<file path="src/rtl/fp_resp_buffer.sv">
// In-order response buffer for fp execute completions: FIFO with valid/accept
// return port, sticky exception flag accumulator and sticky overflow. Optional FP_CANON_NAN_EN.
module fp_resp_buffer #(
  parameter int unsigned DEPTH = 4,
  parameter int unsigned TAG_W = 4
) (
  input  logic                         clock,
  input  logic                         reset,
  input  logic                         exe_valid,
  input  logic [31:0]                  exe_result,
  input  logic [4:0]                   exe_flags,
  input  logic [TAG_W-1:0]             exe_tag,
  output logic                         exe_ready,
  output logic                         rsp_valid,
  output logic [31:0]                  rsp_result,
  output logic [4:0]                   rsp_flags,
  output logic [TAG_W-1:0]             rsp_tag,
  input  logic                         rsp_accept,
  output logic [4:0]                   acc_flags,
  input  logic                         acc_clear,
  output logic [$clog2(DEPTH+1)-1:0]   count,
  output logic                         overflow
);

  localparam int unsigned PTR_W = (DEPTH > 1) ? $clog2(DEPTH) : 1;
  localparam int unsigned CNT_W = $clog2(DEPTH + 1);

  typedef struct packed {
    logic [31:0]      result;
    logic [4:0]       flags;
    logic [TAG_W-1:0] tag;
  } entry_t;

  entry_t             mem_q [DEPTH];
  logic [PTR_W-1:0]   wr_ptr_q, wr_ptr_d;
  logic [PTR_W-1:0]   rd_ptr_q, rd_ptr_d;
  logic [CNT_W-1:0]   count_q, count_d;
  logic [4:0]         acc_q, acc_d;
  logic               ovf_q, ovf_d;
  logic               full_c, push_c, pop_c;
  logic [31:0]        wr_result_c;
  entry_t             head_c;

  // NaN canonicalisation applies only to what gets stored, never to flags
  always_comb begin
    wr_result_c = exe_result;
`ifdef FP_CANON_NAN_EN
    if ((exe_result[30:23] == 8'hFF) && (exe_result[22:0] != 23'd0)) begin
      wr_result_c = 32'h7FC0_0000;
    end
`endif
  end

  always_comb begin
    full_c = (count_q == CNT_W'(DEPTH));
    push_c = exe_valid && !full_c;
    pop_c  = (count_q != '0) && rsp_accept;
    head_c = mem_q[rd_ptr_q];
  end

  always_comb begin
    wr_ptr_d = wr_ptr_q;
    rd_ptr_d = rd_ptr_q;
    count_d  = count_q;
    acc_d    = acc_q;
    ovf_d    = ovf_q;
    if (push_c) wr_ptr_d = wr_ptr_q + PTR_W'(1);
    if (pop_c)  rd_ptr_d = rd_ptr_q + PTR_W'(1);
    case ({push_c, pop_c})
      2'b10:   count_d = count_q + CNT_W'(1);
      2'b01:   count_d = count_q - CNT_W'(1);
      default: count_d = count_q;
    endcase
    // A dropped completion is sticky even if a pop frees a slot this cycle
    if (exe_valid && full_c) ovf_d = 1'b1;
    if (pop_c) begin
      acc_d = (acc_clear ? 5'd0 : acc_q) | head_c.flags;
    end else if (acc_clear) begin
      acc_d = 5'd0;
    end
  end

  always_ff @(posedge clock) begin
    if (reset) begin
      wr_ptr_q <= '0;
      rd_ptr_q <= '0;
      count_q  <= '0;
      acc_q    <= '0;
      ovf_q    <= 1'b0;
    end else begin
      wr_ptr_q <= wr_ptr_d;
      rd_ptr_q <= rd_ptr_d;
      count_q  <= count_d;
      acc_q    <= acc_d;
      ovf_q    <= ovf_d;
    end
  end

  // Payload storage needs no reset; validity comes from count
  always_ff @(posedge clock) begin
    if (push_c && !reset) begin
      mem_q[wr_ptr_q] <= '{result: wr_result_c, flags: exe_flags, tag: exe_tag};
    end
  end

  always_comb begin
    exe_ready  = !full_c;
    rsp_valid  = (count_q != '0);
    rsp_result = rsp_valid ? head_c.result : 32'd0;
    rsp_flags  = rsp_valid ? head_c.flags  : 5'd0;
    rsp_tag    = rsp_valid ? head_c.tag    : TAG_W'(0);
    acc_flags  = acc_q;
    count      = count_q;
    overflow   = ovf_q;
  end

endmodule

</file>
<file path="config.mk">
export PLATFORM = sky130hd
export DESIGN_NAME = fp_resp_buffer
export DESIGN_NICKNAME = d
export VERILOG_FILES = /design/src/rtl/fp_resp_buffer.sv
export SDC_FILE = /design/constraint.sdc
export NUM_CORES = 1
export LEC_CHECK = 0
export CAP_MARGIN = 20
export CORE_MARGIN = 2
export CORE_UTILIZATION = 40
export CTS_CLUSTER_DIAMETER = 100
export DETAILED_ROUTE_END_ITERATION = 8
export PLACE_DENSITY = 0.59
export SLEW_MARGIN = 20
export SYNTH_ARGS = -nofsm -noshare
export SYNTH_HDL_FRONTEND = slang
export SYNTH_SLANG_ARGS = --single-unit
</file>
<file path="constraint.sdc">
create_clock -name clock -period 3.8 [get_ports clock]
set_clock_uncertainty 0.2 [all_clocks]
set_input_delay 0.95 -clock clock [delete_from_list [all_inputs] [get_ports clock]]
set_output_delay 0.95 -clock clock [all_outputs]
set_load 0.02 [all_outputs]
</file>
==> results of run 1 <==
-- report_power, final --
group / switching [W] / internal [W] / total, W
clock network: 0.000735 / 0.00118 / 0.00191
logic: 0.00104 / 0.00103 / 0.00207
registers: 0.000103 / 0.00228 / 0.00238
total: 0.00188 / 0.00448 / 0.00636
-- cell families after synthesis --
group / Yosys count / share of synthesized area (%)
xor+xnor: 4 / 0.5084
buf+inv: 25 / 1.979
simple gates: 65 / 5.702
flops: 179 / 75.83
fa+ha+maj: 6 / 1.198
mux: 41 / 13.40
compound gates: 15 / 1.380
-- worst max-delay path, stage by stage (launching register included) --
cell,delay (ns)
sky130_fd_sc_hd__dfxtp_4,0.49
sky130_fd_sc_hd__buf_4,0.32
sky130_fd_sc_hd__mux4_2,0.54
sky130_fd_sc_hd__nor2b_1,0.14
sky130_fd_sc_hd__clkdlybuf4s50_1,0.55
-- metrics by stage --
step / cell area, um^2 / std cells / util [%] / worst slack (ns) / hold WS (ns)
2_1_floorplan: 6890 / 335 / - / 0.8095 / 0.2837
3_3_place_gp: 8188 / 651 / 49.03 / 0.5633 / 0.2614
3_5_place_dp: 8188 / 651 / 49.03 / 0.5677 / 0.2622
4_1_cts: 8836 / 683 / 52.91 / 0.1103 / 0.2780
5_1_grt: 8836 / 683 / 52.91 / 0.04281 / 0.3341
6_report: 8836 / 683 / 52.91 / 0.1901 / 0.2686
-- final cells by class --
class,count,area [um^2]
clock buffer,18,429.2
clock inverter,14,219.0
fill,1343,7865
inverter,9,33.78
multi-input combinational,131,1540
sequential,179,5230
tap,220,275.3
timing repair buffer,112,1109
-- Yosys cell counts --
cell type / number
sky130_fd_sc_hd__nand2_1: 1
sky130_fd_sc_hd__nor3_2: 1
sky130_fd_sc_hd__o21ai_0: 3
sky130_fd_sc_hd__buf_6: 5
sky130_fd_sc_hd__edfxtp_1: 164
sky130_fd_sc_hd__a21o_1: 4
sky130_fd_sc_hd__nor3b_2: 1
sky130_fd_sc_hd__nor2_1: 9
sky130_fd_sc_hd__inv_2: 1
sky130_fd_sc_hd__nand3_1: 2
sky130_fd_sc_hd__dfxtp_1: 15
sky130_fd_sc_hd__a22o_1: 1
sky130_fd_sc_hd__xor2_1: 4
sky130_fd_sc_hd__inv_1: 8
sky130_fd_sc_hd__nor3b_1: 4
sky130_fd_sc_hd__fa_1: 1
sky130_fd_sc_hd__o311ai_1: 1
sky130_fd_sc_hd__buf_2: 4
sky130_fd_sc_hd__clkbuf_1: 7
sky130_fd_sc_hd__ha_1: 5
sky130_fd_sc_hd__o31ai_1: 1
sky130_fd_sc_hd__or3_1: 1
sky130_fd_sc_hd__mux4_2: 41
sky130_fd_sc_hd__nor3_1: 1
sky130_fd_sc_hd__and2_1: 4
sky130_fd_sc_hd__a21oi_1: 5
sky130_fd_sc_hd__nor2b_1: 41
-- state kept, by name, summed over array words and instances (netlist names), named ones only --
signal     flops
overflow       1
mem_q        164
wr_ptr_q       2
acc_flags      5
rd_ptr_q       2
count          3
-- per-layer routing --
| layer | vias up | part of all wire [%] |
|---|---|---|
| met1 | 1760 | 46 |
| met5 | - | 0 |
| met3 | 12 | 5.4 |
| met4 | 0 | 1.1 |
| li1 | 1556 | - |
| met2 | 81 | 48 |
-- placed cells by master, fill, tap and decap left out, types with 2 or more instances in the layout --
cell / instances
sky130_fd_sc_hd__a21o_1: 4
sky130_fd_sc_hd__a21oi_1: 5
sky130_fd_sc_hd__and2_2: 4
sky130_fd_sc_hd__buf_12: 2
sky130_fd_sc_hd__buf_4: 13
sky130_fd_sc_hd__bufinv_16: 5
sky130_fd_sc_hd__clkbuf_16: 17
sky130_fd_sc_hd__clkdlybuf4s50_1: 97
sky130_fd_sc_hd__dfxtp_1: 13
sky130_fd_sc_hd__edfxtp_1: 164
sky130_fd_sc_hd__ha_1: 5
sky130_fd_sc_hd__inv_1: 8
sky130_fd_sc_hd__inv_6: 6
sky130_fd_sc_hd__mux4_2: 41
sky130_fd_sc_hd__nand3_1: 2
sky130_fd_sc_hd__nor2_1: 9
sky130_fd_sc_hd__nor2b_1: 41
sky130_fd_sc_hd__nor3b_1: 4
sky130_fd_sc_hd__o21ai_0: 3
sky130_fd_sc_hd__xor2_1: 4
-- path summary, 6_finish.rpt --
kind	depth (start not counted)	to	slack (ns)	startpoint
worst min register to register	2	overflow	0.27	overflow
worst min-delay path	2	overflow	0.27	overflow
worst max register to register	9	count[2]	1.28	count[2]
worst max-delay path	4	rsp_result[28]	0.19	flip-flop
==> run_summary.xml, run 1 <==
<?xml version="1.0" encoding="UTF-8"?>
<metrics>
  <group name="critical_path">
    <metric name="crit_path_max_fanout" unit="">12</metric>
    <metric name="worst-endpoint-arrival" unit="ns">2.46</metric>
    <metric name="kind_of_end_point_of_the_critical_path" unit="">output pin</metric>
    <metric name="critical_path_required" unit="ns">2.65</metric>
    <metric name="worstSetupPathType" unit="">flip-flop to output pin</metric>
    <metric name="critPathLaunchType" unit="">flip-flop</metric>
  </group>
  <group name="timing">
    <metric name="worstMarginPinSlew" unit="ns">0.4473</metric>
    <metric name="setup-tns-final" unit="ns">0</metric>
    <metric name="layout_worst_path_cycle_share" unit="%">95.00</metric>
    <metric name="period_needed" unit="ns">3.610</metric>
    <metric name="grt_setup_unrepaired" unit="">false</metric>
    <metric name="final-setup-viol-count" unit="">0</metric>
    <metric name="timing.final.hold_violations" unit="">0</metric>
    <metric name="final-max-slew-violation-count" unit="">0</metric>
    <metric name="worst_slew_margin_rel" unit="%">69.93</metric>
    <metric name="timing.fmax" unit="MHz">277.0</metric>
  </group>
  <group name="clocking">
    <metric name="tritoncts.num_buffers" unit="">17</metric>
    <metric name="cts_resized" unit="">0</metric>
    <metric name="clk_path_buf_depth" unit="">2</metric>
    <metric name="clk-insertion-delay-late" unit="ns">0.42</metric>
    <metric name="holdBufCountCts" unit="">0</metric>
    <metric name="post_cts.repair.setup_buffers" unit="">0</metric>
    <metric name="ctsRootBufferMaster" unit="">sky130_fd_sc_hd__clkbuf_16</metric>
    <metric name="maximum_level_of_the_cts_h_tree" unit="">4</metric>
    <metric name="cts.sink_count" unit="">179</metric>
    <metric name="cts_tree" unit="">yes</metric>
    <metric name="path_clk_slew" unit="ns">0.06</metric>
  </group>
  <group name="drt">
    <metric name="drc_errors" unit="">0</metric>
    <metric name="dr_total_vias" unit="">3409</metric>
    <metric name="first_iter_violations" unit="">238</metric>
    <metric name="drt_pass1_iterations" unit="">4</metric>
    <metric name="final_antenna_net_count" unit="">0</metric>
    <metric name="wl_per_cell" unit="um">19.26</metric>
    <metric name="vias_per_cell" unit="">4.991</metric>
    <metric name="routed_wirelength" unit="mm">13.16</metric>
  </group>
  <group name="synthesis">
    <metric name="syn_inst" unit="">335</metric>
    <metric name="synth_nets" unit="">387</metric>
    <metric name="synth.top_cells.by_area" unit="">sky130_fd_sc_hd__edfxtp_1 (71%), sky130_fd_sc_hd__mux4_2 (13%), sky130_fd_sc_hd__dfxtp_1 (4.4%)</metric>
    <metric name="number_of_storage_elements_in_the_synthesis_netlist" unit="">179</metric>
    <metric name="syn_area" unit="mm^2">0.006890</metric>
    <metric name="synthesis.area_per_instance" unit="um^2">20.57</metric>
    <metric name="synth_largest_area_cell" unit="">sky130_fd_sc_hd__edfxtp_1</metric>
    <metric name="yosys.cell_types.count" unit="">27</metric>
    <metric name="yosys_warnings" unit="">0</metric>
    <metric name="synth_top_cell_area_share" unit="%">71.47</metric>
    <metric name="synth-seq-area-share" unit="%">75.83</metric>
  </group>
  <group name="floorplanning">
    <metric name="core_area" unit="mm^2">0.01670</metric>
    <metric name="floorplan.die_area" unit="mm^2">0.01829</metric>
    <metric name="initial_core_util" unit="%">41.26</metric>
    <metric name="die_y" unit="um">135.2</metric>
    <metric name="io-pin-count" unit="">98</metric>
    <metric name="rows" unit="">47</metric>
    <metric name="die_w" unit="um">135.2</metric>
  </group>
  <group name="layout">
    <metric name="synthToLayoutAreaGrowth" unit="%">28.24</metric>
    <metric name="antenna_diode_count" unit="">0</metric>
    <metric name="finalNetCount" unit="">502</metric>
    <metric name="drive_gt1_share" unit="%">20.52</metric>
  </group>
  <group name="grt">
    <metric name="antenna_found_initial" unit="">0</metric>
    <metric name="aggregate_global_routing_overflow" unit="">0</metric>
    <metric name="grt_pass1_wl" unit="mm">20.57</metric>
    <metric name="grt_use_total" unit="%">15.35</metric>
    <metric name="pin_count_of_the_biggest_net_entering_global_routing" unit="">32</metric>
    <metric name="grt.met2_usage" unit="%">23.72</metric>
    <metric name="gr-max-usage-layer" unit="">met2</metric>
    <metric name="grt_pass1_vias" unit="">3631</metric>
    <metric name="globalRouteMet1Util" unit="%">20.86</metric>
    <metric name="grt_util_met3" unit="%">4.452</metric>
  </group>
  <group name="pwr">
    <metric name="worst_ir_drop_vdd" unit="mV">0.4621</metric>
    <metric name="static-leakage-power" unit="nW">2.875</metric>
    <metric name="design_power_total" unit="W">0.006362</metric>
    <metric name="p_per_area" unit="mW/mm^2">720.0</metric>
  </group>
  <group name="place">
    <metric name="place.gp.congestion" unit="">0.7017</metric>
    <metric name="dp.final_hpwl" unit="mm">8.151</metric>
    <metric name="buffer_ports.inserted" unit="">97</metric>
  </group>
  <group name="worst_hold_path">
    <metric name="hp-class" unit="">flip-flop to flip-flop</metric>
  </group>
  <group name="run_status">
    <metric name="status" unit="">finished, final reports clean</metric>
  </group>
  <group name="flow_run">
    <metric name="timing.max_cap.violations" unit="">0</metric>
  </group>
</metrics>
Note: power is estimated with default switching activity, not from simulation.
==> inputs of run 2 (changes only) <==
Settings changed: CORE_ASPECT_RATIO from default to 0.8.
==> run 2 against run 1 <==
Net effect:
- die area is essentially flat
- flip-flop and latch count did not move
- count of clock-buffer cells in the layout shrank 1
- final area rose by 0.17%
- clock power shrank 8%
- routed wire length is 1.0% lower
==> run_summary.xml, run 2 (synthesis results as in run 1) <==
<?xml version="1.0" encoding="UTF-8"?>
<metrics>
  <group name="critical_path">
    <metric name="crit_slowest_cell" unit="">sky130_fd_sc_hd__clkdlybuf4s50_1</metric>
    <metric name="critical_path_depth" unit="">4</metric>
    <metric name="critical_path_required" unit="ns">2.65</metric>
    <metric name="critPathLaunchType" unit="">flip-flop</metric>
    <metric name="worst-endpoint-arrival" unit="ns">2.40</metric>
    <metric name="worstPathBufferInverterCount" unit="">2</metric>
    <metric name="reg2reg_start" unit="">count[2]</metric>
    <metric name="kind_of_end_point_of_the_critical_path" unit="">output pin</metric>
    <metric name="timing.reg2reg.worst_path_depth" unit="">9</metric>
    <metric name="cp_cell_sequence" unit="">buf_12 -&gt; mux4_2 -&gt; nor2b_1 -&gt; clkdlybuf4s50_1</metric>
    <metric name="cpPeakStageDelay" unit="ns">0.56</metric>
    <metric name="worstSetupPathType" unit="">flip-flop to output pin</metric>
    <metric name="crit_path_max_fanout" unit="">17</metric>
    <metric name="critical-path-top-delay-family" unit="">buffers and inverters</metric>
  </group>
  <group name="place">
    <metric name="detailed_place.area" unit="mm^2">0.008255</metric>
    <metric name="buffer_ports.inserted" unit="">97</metric>
    <metric name="dp_worst_setup_slack" unit="ns">0.5846</metric>
    <metric name="dp.final_hpwl" unit="mm">7.908</metric>
    <metric name="place.gp.congestion" unit="">0.7411</metric>
  </group>
  <group name="clocking">
    <metric name="path_clk_slew" unit="ns">0.06</metric>
    <metric name="cts.sink_count" unit="">179</metric>
    <metric name="cts_tree" unit="">yes</metric>
    <metric name="holdBufCountCts" unit="">0</metric>
    <metric name="clk-insertion-delay-late" unit="ns">0.42</metric>
    <metric name="tritoncts.num_buffers" unit="">17</metric>
    <metric name="post_cts.repair.setup_buffers" unit="">0</metric>
    <metric name="clk_path_buf_depth" unit="">2</metric>
    <metric name="cts_resized" unit="">0</metric>
    <metric name="ctsRootBufferMaster" unit="">sky130_fd_sc_hd__clkbuf_16</metric>
    <metric name="maximum_level_of_the_cts_h_tree" unit="">4</metric>
  </group>
  <group name="pwr">
    <metric name="static-leakage-power" unit="nW">2.866</metric>
    <metric name="worst_ir_drop_vdd" unit="mV">0.4137</metric>
    <metric name="p_per_area" unit="mW/mm^2">703.2</metric>
  </group>
  <group name="drt">
    <metric name="drt_pass1_iterations" unit="">4</metric>
    <metric name="routed_wirelength" unit="mm">13.02</metric>
    <metric name="drc_errors" unit="">0</metric>
    <metric name="wl_per_cell" unit="um">19.10</metric>
    <metric name="first_iter_violations" unit="">171</metric>
    <metric name="vias_per_cell" unit="">4.984</metric>
    <metric name="dr_total_vias" unit="">3399</metric>
    <metric name="final_antenna_net_count" unit="">0</metric>
  </group>
  <group name="timing">
    <metric name="final-setup-viol-count" unit="">0</metric>
    <metric name="worstMarginPinSlew" unit="ns">0.4520</metric>
    <metric name="period_needed" unit="ns">3.551</metric>
    <metric name="grt_setup_unrepaired" unit="">false</metric>
    <metric name="timing.fmax" unit="MHz">281.6</metric>
    <metric name="worst_slew_margin_rel" unit="%">69.61</metric>
    <metric name="setup-tns-final" unit="ns">0</metric>
    <metric name="post-route-worst-setup-slack" unit="ns">0.2488</metric>
    <metric name="timing.final.hold_violations" unit="">0</metric>
    <metric name="final-max-slew-violation-count" unit="">0</metric>
    <metric name="layout_worst_path_cycle_share" unit="%">93.45</metric>
  </group>
  <group name="layout">
    <metric name="antenna_diode_count" unit="">0</metric>
    <metric name="finalNetCount" unit="">501</metric>
    <metric name="synthToLayoutAreaGrowth" unit="%">28.45</metric>
    <metric name="max_ffs_per_register" unit="">164</metric>
    <metric name="most-common-layout-cells" unit="">sky130_fd_sc_hd__edfxtp_1 (164), sky130_fd_sc_hd__clkdlybuf4s50_1 (97), sky130_fd_sc_hd__mux4_2 (41), sky130_fd_sc_hd__nor2b_1 (41), sky130_fd_sc_hd__clkbuf_16 (17)</metric>
    <metric name="regMostFlops" unit="">mem_q</metric>
    <metric name="drive_gt1_share" unit="%">19.26</metric>
    <metric name="final_common_cell" unit="">sky130_fd_sc_hd__edfxtp_1</metric>
    <metric name="layout.cell_area.non_filler" unit="mm^2">0.008851</metric>
  </group>
  <group name="grt">
    <metric name="grt_use_total" unit="%">15.19</metric>
    <metric name="antenna_found_initial" unit="">0</metric>
    <metric name="grt_pass1_vias" unit="">3575</metric>
    <metric name="pin_count_of_the_biggest_net_entering_global_routing" unit="">42</metric>
    <metric name="aggregate_global_routing_overflow" unit="">0</metric>
    <metric name="grt_pass1_wl" unit="mm">19.99</metric>
  </group>
  <group name="floorplanning">
    <metric name="die_y" unit="um">121.4</metric>
    <metric name="core_area" unit="mm^2">0.01671</metric>
    <metric name="rows" unit="">42</metric>
    <metric name="die_w" unit="um">150.7</metric>
    <metric name="initial_core_util" unit="%">41.23</metric>
    <metric name="floorplan.die_area" unit="mm^2">0.01830</metric>
    <metric name="io-pin-count" unit="">98</metric>
  </group>
  <group name="worst_hold_path">
    <metric name="hp-class" unit="">flip-flop to flip-flop</metric>
    <metric name="worstHoldPathCells" unit="">2</metric>
    <metric name="hp-start" unit="">overflow</metric>
  </group>
  <group name="run_status">
    <metric name="status" unit="">finished, final reports clean</metric>
  </group>
  <group name="flow_run">
    <metric name="timing.max_cap.violations" unit="">0</metric>
  </group>
</metrics>
[run 2: routing by layer]
metal / share of wire [%] / global-route usage [%] / vias up
li1: - / - / 1557
met1: 45 / 19.45 / 1751
met2: 49 / 24.29 / 81
met3: 5.8 / 5.940 / 10
met4: 0.93 / 4.147 / 0
met5: 0 / 0 / -
[run 2: cell type report]
cell class,instances,area (um^2)
Multi-Input combinational cell,131,1540
Inverter,9,33.78
Fill cell,1330,7860
Tap cell,220,275.3
Clock inverter,15,170.2
Clock buffer,17,425.4
Sequential cell,179,5230
Timing Repair Buffer,111,1176
[run 2: power by group]
part	internal, W	switching, W
logic	0.00105	0.00104
clock network	0.00108	0.000672
registers	0.00228	0.0000998
[run 2: worst paths after layout]
kind                     to  slack [ns]
min                overflow        0.27
max          rsp_result[27]        0.25
max reg2reg        count[2]        1.18
min reg2reg        overflow        0.27
[run 2: through the flow]
| step | power (W) | std cells | util [%] | hold slack [ns] |
|---|---|---|---|---|
| 3_3_place_gp | 0.004542 | 650 | 49.40 | 0.2552 |
| 3_5_place_dp | 0.004552 | 650 | 49.40 | 0.2607 |
| 2_1_floorplan | 0.003626 | 335 | - | 0.2837 |
| 6_report | 0.006224 | 682 | 52.96 | 0.2731 |
| 5_1_grt | 0.006520 | 682 | 52.96 | 0.2995 |
| 4_1_cts | 0.006314 | 682 | 52.96 | 0.2772 |
[run 2: worst register-to-register path: cells and delay by family (launching register included)]
kind / cells / cell delay, ns
AOI/OAI and AO/OA: 1 / 0.14
buffers and inverters: 2 / 0.18
and+or+nand+nor: 3 / 0.83
adders and majority gates: 2 / 0.55
xor gates and xnor gates: 1 / 0.16
DFF: 1 / 0.51
==> inputs of run 3 (changes only) <==
Settings changed: SLEW_MARGIN 20 to default.
==> results of run 3 <==
Final layout, timing and power as in run 2 (identical DEF).
